--- config.mk ---
export PLATFORM = sky130hd
export DESIGN_NAME = mem_port_arbiter
export DESIGN_NICKNAME = d
export VERILOG_FILES = /design/src/rtl/mem_port_arbiter.sv
export SDC_FILE = /design/constraint.sdc
export NUM_CORES = 1
export LEC_CHECK = 0
export CAP_MARGIN = 20
export CORE_ASPECT_RATIO = 1.75
export CORE_UTILIZATION = 40
export CTS_BUF_LIST = sky130_fd_sc_hd__clkbuf_2
export DETAILED_ROUTE_END_ITERATION = 6
export MAX_ROUTING_LAYER = met4
export PLACE_DENSITY = 0.79
export SLEW_MARGIN = 20
export SYNTH_ARGS = -nofsm -noshare
export SYNTH_HDL_FRONTEND = slang
export SYNTH_SLANG_ARGS = --single-unit
--- constraint.sdc ---
create_clock -name clk_i -period 6.5 [get_ports clk_i]
set_clock_uncertainty 0.05 [all_clocks]
set_input_delay 1.95 -clock clk_i [delete_from_list [all_inputs] [get_ports clk_i]]
set_output_delay 1.95 -clock clk_i [all_outputs]
set_load 0.01 [all_outputs]
--- src/rtl/mem_port_arbiter.sv ---
// Arbiter for the single unified memory port shared by instruction fetch and
// data memory. It handles one access at a time over a req/ack handshake and
// routes the response back to the side that issued it. Data wins by default.
// A starvation counter forces a fetch grant after STARVE_LIMIT data grants
// that were made while a fetch was waiting. Misaligned data accesses are
// answered locally with an error and never reach memory.
module mem_port_arbiter #(
  parameter int unsigned STARVE_LIMIT = 4,
  parameter int unsigned DATA_W       = 32
) (
  input  logic              clk_i,
  input  logic              reset_i,
  input  logic              if_req_i,
  input  logic [31:0]       if_addr_i,
  input  logic              if_flush_i,
  output logic              if_gnt_o,
  output logic              if_rvalid_o,
  output logic [DATA_W-1:0] if_rdata_o,
  input  logic              d_req_i,
  input  logic              d_we_i,
  input  logic [31:0]       d_addr_i,
  input  logic [DATA_W-1:0] d_wdata_i,
  input  logic [2:0]        d_type_i,
  output logic              d_gnt_o,
  output logic              d_rvalid_o,
  output logic [DATA_W-1:0] d_rdata_o,
  output logic              d_err_o,
  output logic              mem_req_o,
  output logic              mem_we_o,
  output logic [31:0]       mem_addr_o,
  output logic [DATA_W-1:0] mem_wdata_o,
  output logic [2:0]        mem_type_o,
  input  logic              mem_ack_i,
  input  logic [DATA_W-1:0] mem_rdata_i
);

  typedef enum logic [1:0] {IDLE, BUSY_IF, BUSY_D, ERR} state_t;

  localparam logic [3:0] LIMIT     = 4'(STARVE_LIMIT);
  localparam logic [2:0] TYPE_WORD = 3'b010;

  state_t              state_q, state_d;
  logic [3:0]          starve_cnt_q, starve_cnt_d;
  logic                kill_q, kill_d;
  logic                mem_req_q, mem_req_d;
  logic                mem_we_q, mem_we_d;
  logic [31:0]         mem_addr_q, mem_addr_d;
  logic [DATA_W-1:0]   mem_wdata_q, mem_wdata_d;
  logic [2:0]          mem_type_q, mem_type_d;
  logic                if_rvalid_q, if_rvalid_d;
  logic [DATA_W-1:0]   if_rdata_q, if_rdata_d;
  logic                d_rvalid_q, d_rvalid_d;
  logic [DATA_W-1:0]   d_rdata_q, d_rdata_d;
  logic                d_err_q, d_err_d;
  logic                if_gnt, d_gnt, d_misal, fetch_wins, d_done, d_trap;

  // Half accesses need addr[0]=0, word accesses need addr[1:0]=0; bytes never trap.
  function automatic logic misaligned(input logic [2:0] typ, input logic [1:0] a);
    case (typ[1:0])
      2'b01:   misaligned = a[0];
      2'b10:   misaligned = (a != 2'b00);
      default: misaligned = 1'b0;
    endcase
  endfunction

  // Grant decision and state transitions; grants only ever come out of IDLE.
  always_comb begin
    state_d    = state_q;
    if_gnt     = 1'b0;
    d_gnt      = 1'b0;
    d_misal    = misaligned(d_type_i, d_addr_i[1:0]);
    fetch_wins = if_req_i && (!d_req_i || starve_cnt_q == LIMIT);
    case (state_q)
      IDLE: begin
        if (fetch_wins) begin
          if_gnt  = 1'b1;
          state_d = BUSY_IF;
        end else if (d_req_i) begin
          d_gnt   = 1'b1;
          state_d = d_misal ? ERR : BUSY_D;
        end
      end
      BUSY_IF, BUSY_D: if (mem_ack_i) state_d = IDLE;
      // ERR holds off grants for the cycle the error response is presented.
      ERR:     state_d = IDLE;
      default: state_d = IDLE;
    endcase
  end

  // Next values for the memory request, responses, kill flag and starvation count.
  always_comb begin
    mem_req_d   = mem_req_q;
    mem_we_d    = mem_we_q;
    mem_addr_d  = mem_addr_q;
    mem_wdata_d = mem_wdata_q;
    mem_type_d  = mem_type_q;
    if (if_gnt) begin
      mem_req_d   = 1'b1;
      mem_we_d    = 1'b0;
      mem_addr_d  = if_addr_i;
      mem_wdata_d = '0;
      mem_type_d  = TYPE_WORD;
    end else if (d_gnt && !d_misal) begin
      mem_req_d   = 1'b1;
      mem_we_d    = d_we_i;
      mem_addr_d  = d_addr_i;
      mem_wdata_d = d_wdata_i;
      mem_type_d  = d_type_i;
    end
    // BUSY states are exactly the cycles with mem_req high, so ack is gated by state.
    if ((state_q == BUSY_IF || state_q == BUSY_D) && mem_ack_i) mem_req_d = 1'b0;

    // A flush in the completing cycle itself also suppresses the response.
    if_rvalid_d = (state_q == BUSY_IF) && mem_ack_i && !(kill_q || if_flush_i);
    if_rdata_d  = if_rvalid_d ? mem_rdata_i : if_rdata_q;

    d_done     = (state_q == BUSY_D) && mem_ack_i;
    d_trap     = d_gnt && d_misal;
    d_rvalid_d = d_done || d_trap;
    d_err_d    = d_trap;
    d_rdata_d  = d_rdata_q;
    if (d_done)      d_rdata_d = mem_we_q ? '0 : mem_rdata_i;
    else if (d_trap) d_rdata_d = '0;

    if (state_d == IDLE) kill_d = 1'b0;
    else                 kill_d = kill_q || (state_q == BUSY_IF && if_flush_i);

    starve_cnt_d = starve_cnt_q;
    if (if_gnt)                                             starve_cnt_d = '0;
    else if (d_gnt && if_req_i && starve_cnt_q != LIMIT)    starve_cnt_d = starve_cnt_q + 4'd1;
  end

  // State and output registers; reset abandons any access in flight.
  always_ff @(posedge clk_i or posedge reset_i) begin
    if (reset_i) begin
      state_q      <= IDLE;
      starve_cnt_q <= '0;
      kill_q       <= 1'b0;
      mem_req_q    <= 1'b0;
      mem_we_q     <= 1'b0;
      mem_addr_q   <= '0;
      mem_wdata_q  <= '0;
      mem_type_q   <= '0;
      if_rvalid_q  <= 1'b0;
      if_rdata_q   <= '0;
      d_rvalid_q   <= 1'b0;
      d_rdata_q    <= '0;
      d_err_q      <= 1'b0;
    end else begin
      state_q      <= state_d;
      starve_cnt_q <= starve_cnt_d;
      kill_q       <= kill_d;
      mem_req_q    <= mem_req_d;
      mem_we_q     <= mem_we_d;
      mem_addr_q   <= mem_addr_d;
      mem_wdata_q  <= mem_wdata_d;
      mem_type_q   <= mem_type_d;
      if_rvalid_q  <= if_rvalid_d;
      if_rdata_q   <= if_rdata_d;
      d_rvalid_q   <= d_rvalid_d;
      d_rdata_q    <= d_rdata_d;
      d_err_q      <= d_err_d;
    end
  end

  assign if_gnt_o    = if_gnt;
  assign d_gnt_o     = d_gnt;
  assign if_rvalid_o = if_rvalid_q;
  assign if_rdata_o  = if_rdata_q;
  assign d_rvalid_o  = d_rvalid_q;
  assign d_rdata_o   = d_rdata_q;
  assign d_err_o     = d_err_q;
  assign mem_req_o   = mem_req_q;
  assign mem_we_o    = mem_we_q;
  assign mem_addr_o  = mem_addr_q;
  assign mem_wdata_o = mem_wdata_q;
  assign mem_type_o  = mem_type_q;

endmodule

### Word-level counts from Yosys, hierarchy flattened

Cells that the tools add are included.

| word-level totals | value |
|---|---|
| bits in registers | 143 |
| input port bits | 138 |
| output and inout bits | 138 |
| word-level logic and storage cells | 75 |

| cells by class | value |
|---|---|
| $add $sub $neg | 1 |
| equal/unequal tests | 7 |
| muxes and demuxes | 28 |
| reduce and logical (&&, ||, !) cells | 26 |

Operator list:

| cell | number |
|---|---|
| 32-bit 2-to-1 mux | 7 |
| 1-bit 2-to-1 mux | 12 |
| 1-bit logical AND | 10 |
| 4-bit 2-to-1 mux | 2 |
| 2-bit nonzero test | 4 |
| 2-bit equality test, second input constant | 3 |
| 2-bit 2-to-1 mux | 3 |
| 3-bit 2-to-1 mux | 2 |
| 2-bit case mux with 3 select lines | 1 |
| 1-bit logical OR | 5 |
| 4-bit by 1-bit adder with 4-bit output, second input constant | 1 |
| 2-bit by 1-bit equality test with 1-bit output, second input constant | 2 |
| 4-bit by 3-bit equality test with 1-bit output, second input constant | 1 |
| 2-bit logical NOT | 2 |
| 4-bit by 3-bit inequality test with 1-bit output, second input constant | 1 |
| 1-bit logical NOT | 3 |
| 3-bit nonzero test | 1 |
| 1-bit case mux with 2 select lines | 1 |
| 2-bit OR reduction | 1 |

### Depth between registers and ports, before layout

Gate-level depths: netlist of run 1.

| logic depth | value |
|---|---|
| word-level depth | 9 |
| depth in mapped cells | 9 |
| mapped depth without buffers | 7 |

### Worst setup path after synthesis of run 1

OpenSTA, ideal clock, no wires.

| timing path | value |
|---|---|
| path type | input -> output |
| start point | input if_req_i |
| end point | output d_gnt_o |
| data arrival time | 2.735 ns |
| required time | 4.500 ns |
| slack | 1.765 ns |
| stages on the path | 5 |
| path buffers | 2 |
| cell sequence | and4b_1 -> or2_1 -> buf_6 -> inv_8 -> buf_4 |

| on the way | value |
|---|---|
| longest elaborated chain between the ends | 3 |

RTL lines:

| element | RTL line | source |
|---|---|---|
| from (decl) | 13 | `input logic if_req_i,` |
| 1-bit logical AND | 72 | `fetch_wins = if_req_i && (!d_req_i \|\| starve_cnt_q == LIMIT);` |
| 1-bit 2-to-1 mux | 75 | `if (fetch_wins) begin` |
| 1-bit 2-to-1 mux | 73 | `case (state_q)` |
| to (decl) | 24 | `output logic d_gnt_o,` |

Every way passes these cells.

### Final worst setup path of run 1

Ends and elaborated chain as after synthesis.

==> qor.yml, run 1 <==
status: "finished clean"
r2r_slack_ns: 3.92
synth_nets: 618
grt_pass1_vias: 5308
cts_tree: "yes"
dieHeight_microns: 161
die_x_microns: 93.1
num_vias: 5024
cts.reportedPaths.clkPinSlew_ns: 0.22
async_flop_share_pct: 100
critPathLaunchType: "input pin"
gp_congestion: 0.890
min_path_type: "reg2reg"
ys_top_cells_by_area: "dfrtp_1 62%, a22o_1 10%, mux2_2 6.2%, a31oi_1 3.4%, o21ai_0 3.2%"
rsz0062_at_grt: "no"
required_ns: 4.50
crit_arrival_ns: 3.79
yosysSeqAreaShare_pct: 61.5
final_max_slew_viol_count: 0
reg2reg_to: "mem_wdata_o[30]"
yosys_register_bits: 143
start_util_pct: 40.7
cts_setup_buffers: 0
final_cell_area_sq_um: 8920
crit_path_end: "d_gnt_o"
clk_latency_ns: 0.64
post_dp_cell_area_sq_um: 8670
critPathMaxFanout: 35
max_freq_mhz: 173
maxSlewHeadroom_pct: 36.0
fillCellCount: 1143
die-area_sq_um: 15000
synth.avg_cell_area_sq_um: 12.3
nets: 883
final_common_cell: "clkdlybuf4s50_1"
rr_worst_depth: 7
yosysWarningCount: 0
setup_violations: 0
timing.hold.ws_ns: 0.479
synth_top_area_cell: "dfrtp_1"
antenna_found_initial: 0
synth_cell_types: 38
drc: 0
end_kind: "output pin"
synth_cells: 472
reg2reg_from: "starve_cnt_q[0]"
cts_num_sinks: 143
io_buffers: 275
numCtsBuffers: 17
hold_viol: 0
p_leak_uw: 0.00381
path_class: "in2out"
track_usage_pct: 23.5
routed_wl_mm: 17.1
syn_area_sq_um: 5810
wl_per_cell_microns: 18.4
ant_nets: 0
placementRows: 58
io_pins: 276
timing.final.crit_share_pct: 89.0
drt_pass1_iterations: 4
layout-drive-gt1-share_pct: 10.7
clock_path_buffers: 2
hpwl_mm: 12.0
powerDensity_nw_per_um2: 454
dp_cells: 898
cap_viol_max_count: 0
final_cell_count_no_fill: 930
timing.setup.tns_ns: 0
grt_pass1_wl_mm: 26.6
layout_min_cycle_time_ns: 5.79
synth_top_area_share_pct: 61.5
core_sq_um: 14300
drt-initial-drc-count: 260
cts_root_buffer: "clkbuf_2"
vdd_drop_max_mv: 0.238
synth-edff-count: 0
grt_max_degree: 101
cts_resized: 0
htreeDepth: 4
vias_per_cell: 5.40
final_cell_mix: "275 x clkdlybuf4s50_1, 143 x dfrtp_1, 67 x a22o_1, 37 x o21ai_0, 35 x a21oi_1"
tightest_slew_ns: 0.958
hp-start: "mem_wdata_o[29]"
critical_path.startpoint: "if_req_i"
grt_overflow_total: 0
synth-main-ff-cell: "dfrtp_1"
cts_hold_buf: 0
num_antenna_cells: 0
area_delta_synth_final_pct: 53.4
where the power goes:
part | total [uW] | leakage, uW | switching (uW) | internal, uW
sequential | 1530 | 0.00178 | 231 | 1300
combinational | 1990 | 0.00188 | 857 | 1130
clock | 529 | 0.000149 | 342 | 187
worst min-delay path by stage:
stage | cells past startpoint | endpoint | slack (ns)
floorplan | 2 | starve_cnt_q[3] | 0.45
global placement | 1 | mem_wdata_o[4] | 0.43
detailed placement | 1 | mem_wdata_o[28] | 0.43
CTS | 1 | mem_wdata_o[19] | 0.48
global route | 1 | if_rdata_o[15] | 0.50
finish | 1 | mem_wdata_o[29] | 0.48
logic make-up (layout without fill, tap and decap cells):
logic type               after synthesis  in the layout  share of synthesized area, %
AND/OR/NAND/NOR                       57             57                          4.41
AO/OA/AOI/OAI                        184            184                          21.8
buffers and inverters                 48            326                          4.30
flip-flops                           143            143                          61.5
multiplexers                          32             32                          6.20
adder cells (fa/ha/maj)                8              8                          1.72
synthesized netlist by cell type (2+ instances only):
cell type,number
buf_6,4
clkbuf_1,16
inv_1,9
nand2_1,11
o22ai_1,2
dfrtp_1,143
a21oi_1,35
and2_1,2
buf_2,11
a2bb2oi_1,2
a22o_1,67
a31oi_1,32
o21ai_0,37
a21o_1,2
ha_1,8
mux2_2,32
buf_4,5
nor2_1,34
metrics by stage:
stage	utilization [%]	total power (uW)	setup slack [ns]
after floorplan	-	2450	0.662
after global placement	60.7	3480	0.742
after detailed placement	60.7	3560	0.701
after CTS	62.4	4100	0.703
after global routing	62.4	4290	0.620
final	62.4	4050	0.712
registers in the layout, summed over array words and instances, names as in the netlist:
signal / cells
kill_q: 1
d_rvalid_o: 1
mem_wdata_o: 32
mem_we_o: 1
state_q: 2
d_err_o: 1
mem_addr_o: 32
mem_req_o: 1
mem_type_o: 3
if_rvalid_o: 1
d_rdata_o: 32
starve_cnt_q: 4
if_rdata_o: 32
layout make-up:
type                            instances  area [sq um]  area share, %
Inverter                               11          53.8          0.603
Tap cell                              180           225           2.53
Multi-Input combinational cell        281          2000           22.5
Clock buffer                           18          90.1           1.01
Timing Repair Buffer                  283          2810           31.5
Sequential cell                       143          3580           40.1
Clock inverter                         14           155           1.74
worst max-delay path: stages:
cell             delay, ns
clkdlybuf4s50_1       0.47
and4b_1               0.25
or2_1                 0.31
inv_8                 0.21
clkdlybuf4s50_1       0.58
layer usage:
layer / global-route usage [%] / vias to the layer above / routed length, microns
met5: - / - / 0
met4: 10.1 / 0 / 515
met3: 5.13 / 38 / 1020
met2: 41.0 / 225 / 9200
met1: 25.3 / 2493 / 6340
li1: - / 2268 / -
Power figures use the tool's default switching activity.
==> run 2: changes to the inputs <==
SLEW_MARGIN = 30   (was 20)
==> qor.yml, run 2 (same netlist as run 1, synthesis figures left out) <==
rsz0062_at_grt: "no"
io_buffers: 275
tightest_slew_ns: 0.915
status: "finished clean"
multiInputGateArea_sq_um: 2000
hold_end: "mem_wdata_o[29]"
clk_latency_ns: 0.65
gp_congestion: 0.890
powerDensity_nw_per_um2: 454
ant_nets: 0
drt-initial-drc-count: 245
r2r_slack_ns: 3.92
critPathLaunchType: "input pin"
core_sq_um: 14300
cts_resized: 0
fillCellCount: 1141
setup_violations: 0
wl_per_cell_microns: 18.4
hp-start: "mem_wdata_o[29]"
hold_path_depth: 1
drc: 0
placementRows: 58
reg2reg_to: "mem_wdata_o[30]"
vias_per_cell: 5.42
routed_wl_mm: 17.1
critPathMaxFanout: 35
antenna_found_initial: 0
num_vias: 5044
cap_viol_max_count: 0
num_antenna_cells: 0
grt_pass1_vias: 5308
hold_viol: 0
cts_tree: "yes"
die_x_microns: 93.1
start_util_pct: 40.7
end_kind: "output pin"
reg2reg_from: "starve_cnt_q[0]"
drt_pass1_iterations: 5
io_pins: 276
timing.setup.tns_ns: 0
path_class: "in2out"
final_cell_mix: "275 x clkdlybuf4s50_1, 143 x dfrtp_1, 67 x a22o_1, 37 x o21ai_0, 35 x a21oi_1"
layout_min_cycle_time_ns: 5.79
track_usage_pct: 23.5
cts.reportedPaths.clkPinSlew_ns: 0.22
dieHeight_microns: 161
grt_pass1_wl_mm: 26.6
die-area_sq_um: 15000
final_common_cell: "clkdlybuf4s50_1"
max_freq_mhz: 173
post_dp_cell_area_sq_um: 8670
layout-drive-gt1-share_pct: 10.8
area_delta_synth_final_pct: 53.6
rr_worst_depth: 7
final_max_slew_viol_count: 0
required_ns: 4.50
cts_root_buffer: "clkbuf_2"
cts_hold_buf: 0
min_path_type: "reg2reg"
regArea_sq_um: 3580
cts_setup_buffers: 0
grt_overflow_total: 0
p_leak_uw: 0.00381
final_cell_area_sq_um: 8930
hpwl_mm: 12.0
crit_arrival_ns: 3.79
htreeDepth: 4
maxSlewHeadroom_pct: 38.9
vdd_drop_max_mv: 0.256
timing.hold.ws_ns: 0.480
clock_path_buffers: 2
numCtsBuffers: 17
cts_num_sinks: 143
timing.final.crit_share_pct: 89.1
nets: 884
grt_max_degree: 101
## run 2: power breakdown
part | total [uW] | switching (uW) | internal (uW)
logic | 2000 | 860 | 1140
registers | 1530 | 231 | 1300
clock network | 528 | 341 | 187
## run 2: how the worst max path moves through the flow
stage,start,to,slack (ns),cells after the start
detailed placement,if_req_i,d_gnt_o,0.70,5
global route,if_req_i,d_gnt_o,0.62,5
global placement,if_req_i,d_gnt_o,0.74,5
finish,if_req_i,d_gnt_o,0.71,5
floorplan,reset_i,d_err_o,0.66,1
CTS,if_req_i,d_gnt_o,0.70,5
## run 2: critical path: stages
cell and delay [ns]:
clkdlybuf4s50_1 0.47, and4b_1 0.25, or2_1 0.31, inv_8 0.22, clkdlybuf4s50_1 0.58
## run 2: layer usage
| metal | routed length [microns] | global-route usage, % | part of all wire, % | up-vias |
|---|---|---|---|---|
| met5 | 0 | - | 0 | - |
| met4 | 506 | 10.1 | 3.0 | 0 |
| met3 | 984 | 5.13 | 5.8 | 36 |
| met2 | 9220 | 41.0 | 54 | 224 |
| met1 | 6380 | 25.3 | 37 | 2513 |
| li1 | - | - | - | 2271 |
## run 2: layout make-up
class                           count  share of cell area [%]
Tap cell                          180                    2.52
Multi-Input combinational cell    281                    22.4
Timing Repair Buffer              284                    31.6
Sequential cell                   143                    40.1
Clock buffer                       18                    1.01
Inverter                           11                   0.630
Clock inverter                     14                    1.74
## run 2: stage by stage
| stage | power, uW | cells | worst slack [ns] | util (%) |
|---|---|---|---|---|
| 3_3_place_gp | 3480 | 898 | 0.742 | 60.7 |
| 5_1_grt | 4300 | 931 | 0.620 | 62.5 |
| 6_report | 4060 | 931 | 0.709 | 62.5 |
| 3_5_place_dp | 3560 | 898 | 0.701 | 60.7 |
| 4_1_cts | 4100 | 930 | 0.703 | 62.4 |
| 2_1_floorplan | 2450 | 472 | 0.662 | - |
==> patch (settings of run 1) <==
The output `d_err_o` loses its register stage (`d_err_q` becomes a continuous assignment).
--- a/src/rtl/mem_port_arbiter.sv
+++ b/src/rtl/mem_port_arbiter.sv
@@ -145,7 +145,6 @@
       if_rdata_q   <= '0;
       d_rvalid_q   <= 1'b0;
       d_rdata_q    <= '0;
-      d_err_q      <= 1'b0;
     end else begin
       state_q      <= state_d;
       starve_cnt_q <= starve_cnt_d;
@@ -159,9 +158,10 @@
       if_rdata_q   <= if_rdata_d;
       d_rvalid_q   <= d_rvalid_d;
       d_rdata_q    <= d_rdata_d;
-      d_err_q      <= d_err_d;
     end
   end
+
+  assign d_err_q = d_err_d;
 
   assign if_gnt_o    = if_gnt;
   assign d_gnt_o     = d_gnt;
Behaviour: not the same (Yosys sat finds a counterexample within 4 cycles, from zero or initial values and one cycle with reset_i high).
==> patch against run 1 <==
  * Sequential cell count down 1
  * Non-clock buffer count unchanged
  * Design area down 0.41%
  * Global-route usage up 1.0 points
  * Wire length up 3.8%
  * Die area down 0.43%
  * Worst setup slack worse by 0.034 ns
  * Power down 0.43%
  * Area after synthesis down 0.43%
  * Critical endpoint unchanged
  * Highest routed layer unchanged
==> patch: results (changes against run 1) <==
| Metric | Value |
|---|---|
| Setup Buffers After CTS | `0 (unchanged)` |
| CP max stage delay | `0.58 ns (about the same)` |
| Initial drt markers | `290 (was 260)` |
| # port buffers | `275 (unchanged)` |
| Syn. warnings | `0 (unchanged)` |
| Total global-route track usage | `24.53% (was 23.50%)` |
| H-tree depth | `4 (unchanged)` |
| Post-synth ARST share | `100.0% (unchanged)` |
| First-pass GRT wire length | `27470 um (was 26550 um)` |
| Clk Latency, worst-skew pair | `0.65 ns` |
| Top cell type's share of synthesized area | `61.38% (was 61.55%)` |
| CTS Buf Count | `17 (unchanged)` |
| Syn_nets | `617 (was 618)` |
| Top post-synthesis cells by area | `dfrtp_1 (61%), a22o_1 (10%), mux2_2 (6.2%) (was dfrtp_1 (62%), a22o_1 (10%), mux2_2 (6.2%))` |
| DR vias/cell | `5.488 (was 5.402)` |
| CP Max Fanout | `35 (unchanged)` |
| DRT Pass-1 Iters | `5 (was 4)` |
| Inst Count DP | `894 (was 898)` |
| Status | `completed (unchanged)` |
| Top cells by count, synth | `dfrtp_1 (142), a22o_1 (67), o21ai_0 (37) (was dfrtp_1 (143), a22o_1 (67), o21ai_0 (37))` |
| Clk slew on worst S/H paths | `0.20 ns (was 0.22 ns)` |
| Non-Filler Instances | `926 (was 930)` |
| Peak supply drop | `0.0002491 V (was 0.0002381 V)` |
| Register area share after synthesis | `61.38% (was 61.55%)` |
| Pin count of the biggest net entering global routing | `108 (was 101)` |
| Placer's final routability congestion estimate | `0.8462 (was 0.8897)` |
| Vias in the first global route | `5295 (was 5308)` |
| Fill count | `1131 (was 1143)` |
| Max_slew headroom | `35.74% (was 36.00%)` |
| Xor/xnor share of the synthesized area | `0% (unchanged)` |
| Initial antenna violation count | `0 (unchanged)` |
| ANT cells | `0 (unchanged)` |
| Post-CTS sizing | `0 (unchanged)` |
| Worst min-delay path category | `reg -> reg (unchanged)` |
| Mux cell area share after synthesis | `6.224% (was 6.198%)` |
| # nets final | `882 (was 883)` |
| Total wire length | `17710 um (was 17070 um)` |
| CTS max path bufs | `2 (unchanged)` |
| P_leak | `0.003782 uW (was 0.003807 uW)` |
| Layout cells sized above 1 | `10.95% (was 10.67%)` |
| Crit path max-delay cell type | `clkdlybuf4s50_1 (unchanged)` |
| CP top delay family | `buffers and inverters (unchanged)` |
| Yosys cell types | `38 (unchanged)` |
| Crit path arrival time | `3.82 ns (was 3.79 ns)` |
| Synth Area in Compound Gates | `21.91% (was 21.82%)` |
| Adder-cell share of the synthesized area | `1.729% (was 1.722%)` |
| Root buffer cell | `clkbuf_2 (unchanged)` |
| Post-Syn Instances | `471 (was 472)` |
| Post-DP HPWL | `12720 um (was 12040 um)` |
[patch: power by group]
group	switching, uW	total (uW)	internal (uW)
clock	349	500	151
combinational	868	2000	1130
sequential	239	1530	1290
[patch: metrics by stage]
step | setup slack (ns) | hold WS [ns] | power, uW | instance area (um2) | utilization [%]
floorplan | 0.6904 | 0.4476 | 2447 | 5789 | -
global placement | 0.7374 | 0.4343 | 3482 | 8645 | 61.84
detailed placement | 0.6910 | 0.4347 | 3553 | 8645 | 61.84
CTS | 0.6866 | 0.4825 | 4067 | 8882 | 63.54
global route | 0.6000 | 0.4977 | 4274 | 8882 | 63.54
finish | 0.6780 | 0.4768 | 4033 | 8882 | 63.54
[patch: final timing paths]
path	from	to	slack, ns	cells after the start
max	if_req_i	d_gnt_o	0.68	5
min	mem_wdata_o[6]$_DFFE_PP0P_	mem_wdata_o[6]$_DFFE_PP0P_	0.48	1
max reg2reg	starve_cnt_q[0]$_DFFE_PP0P_	mem_wdata_o[0]$_DFFE_PP0P_	3.87	7
min reg2reg	mem_wdata_o[6]$_DFFE_PP0P_	mem_wdata_o[6]$_DFFE_PP0P_	0.48	1
max in group asynchronous	reset_i	state_q[1]$_DFF_PP0_	3.52	3
min in group asynchronous	reset_i	if_rvalid_o$_DFF_PP0_	1.78	2
[patch: per-layer routing]
layer  global-route usage, %  part of all wire (%)
met4                   10.35                   3.2
met2                   43.15                    54
met1                   25.67                    36
met3                   6.121                   6.7
met5                       -                     0
[patch: final cells by class]
type	instances	area, um2	share of cell area [%]
Sequential cell	142	3553	40.01
Clock inverter	15	152.6	1.719
Tap cell	177	221.5	2.493
Timing Repair Buffer	283	2813	31.67
Multi-Input combinational cell	281	2003	22.55
Clock buffer	17	85.08	0.9579
Inverter	11	53.80	0.6057
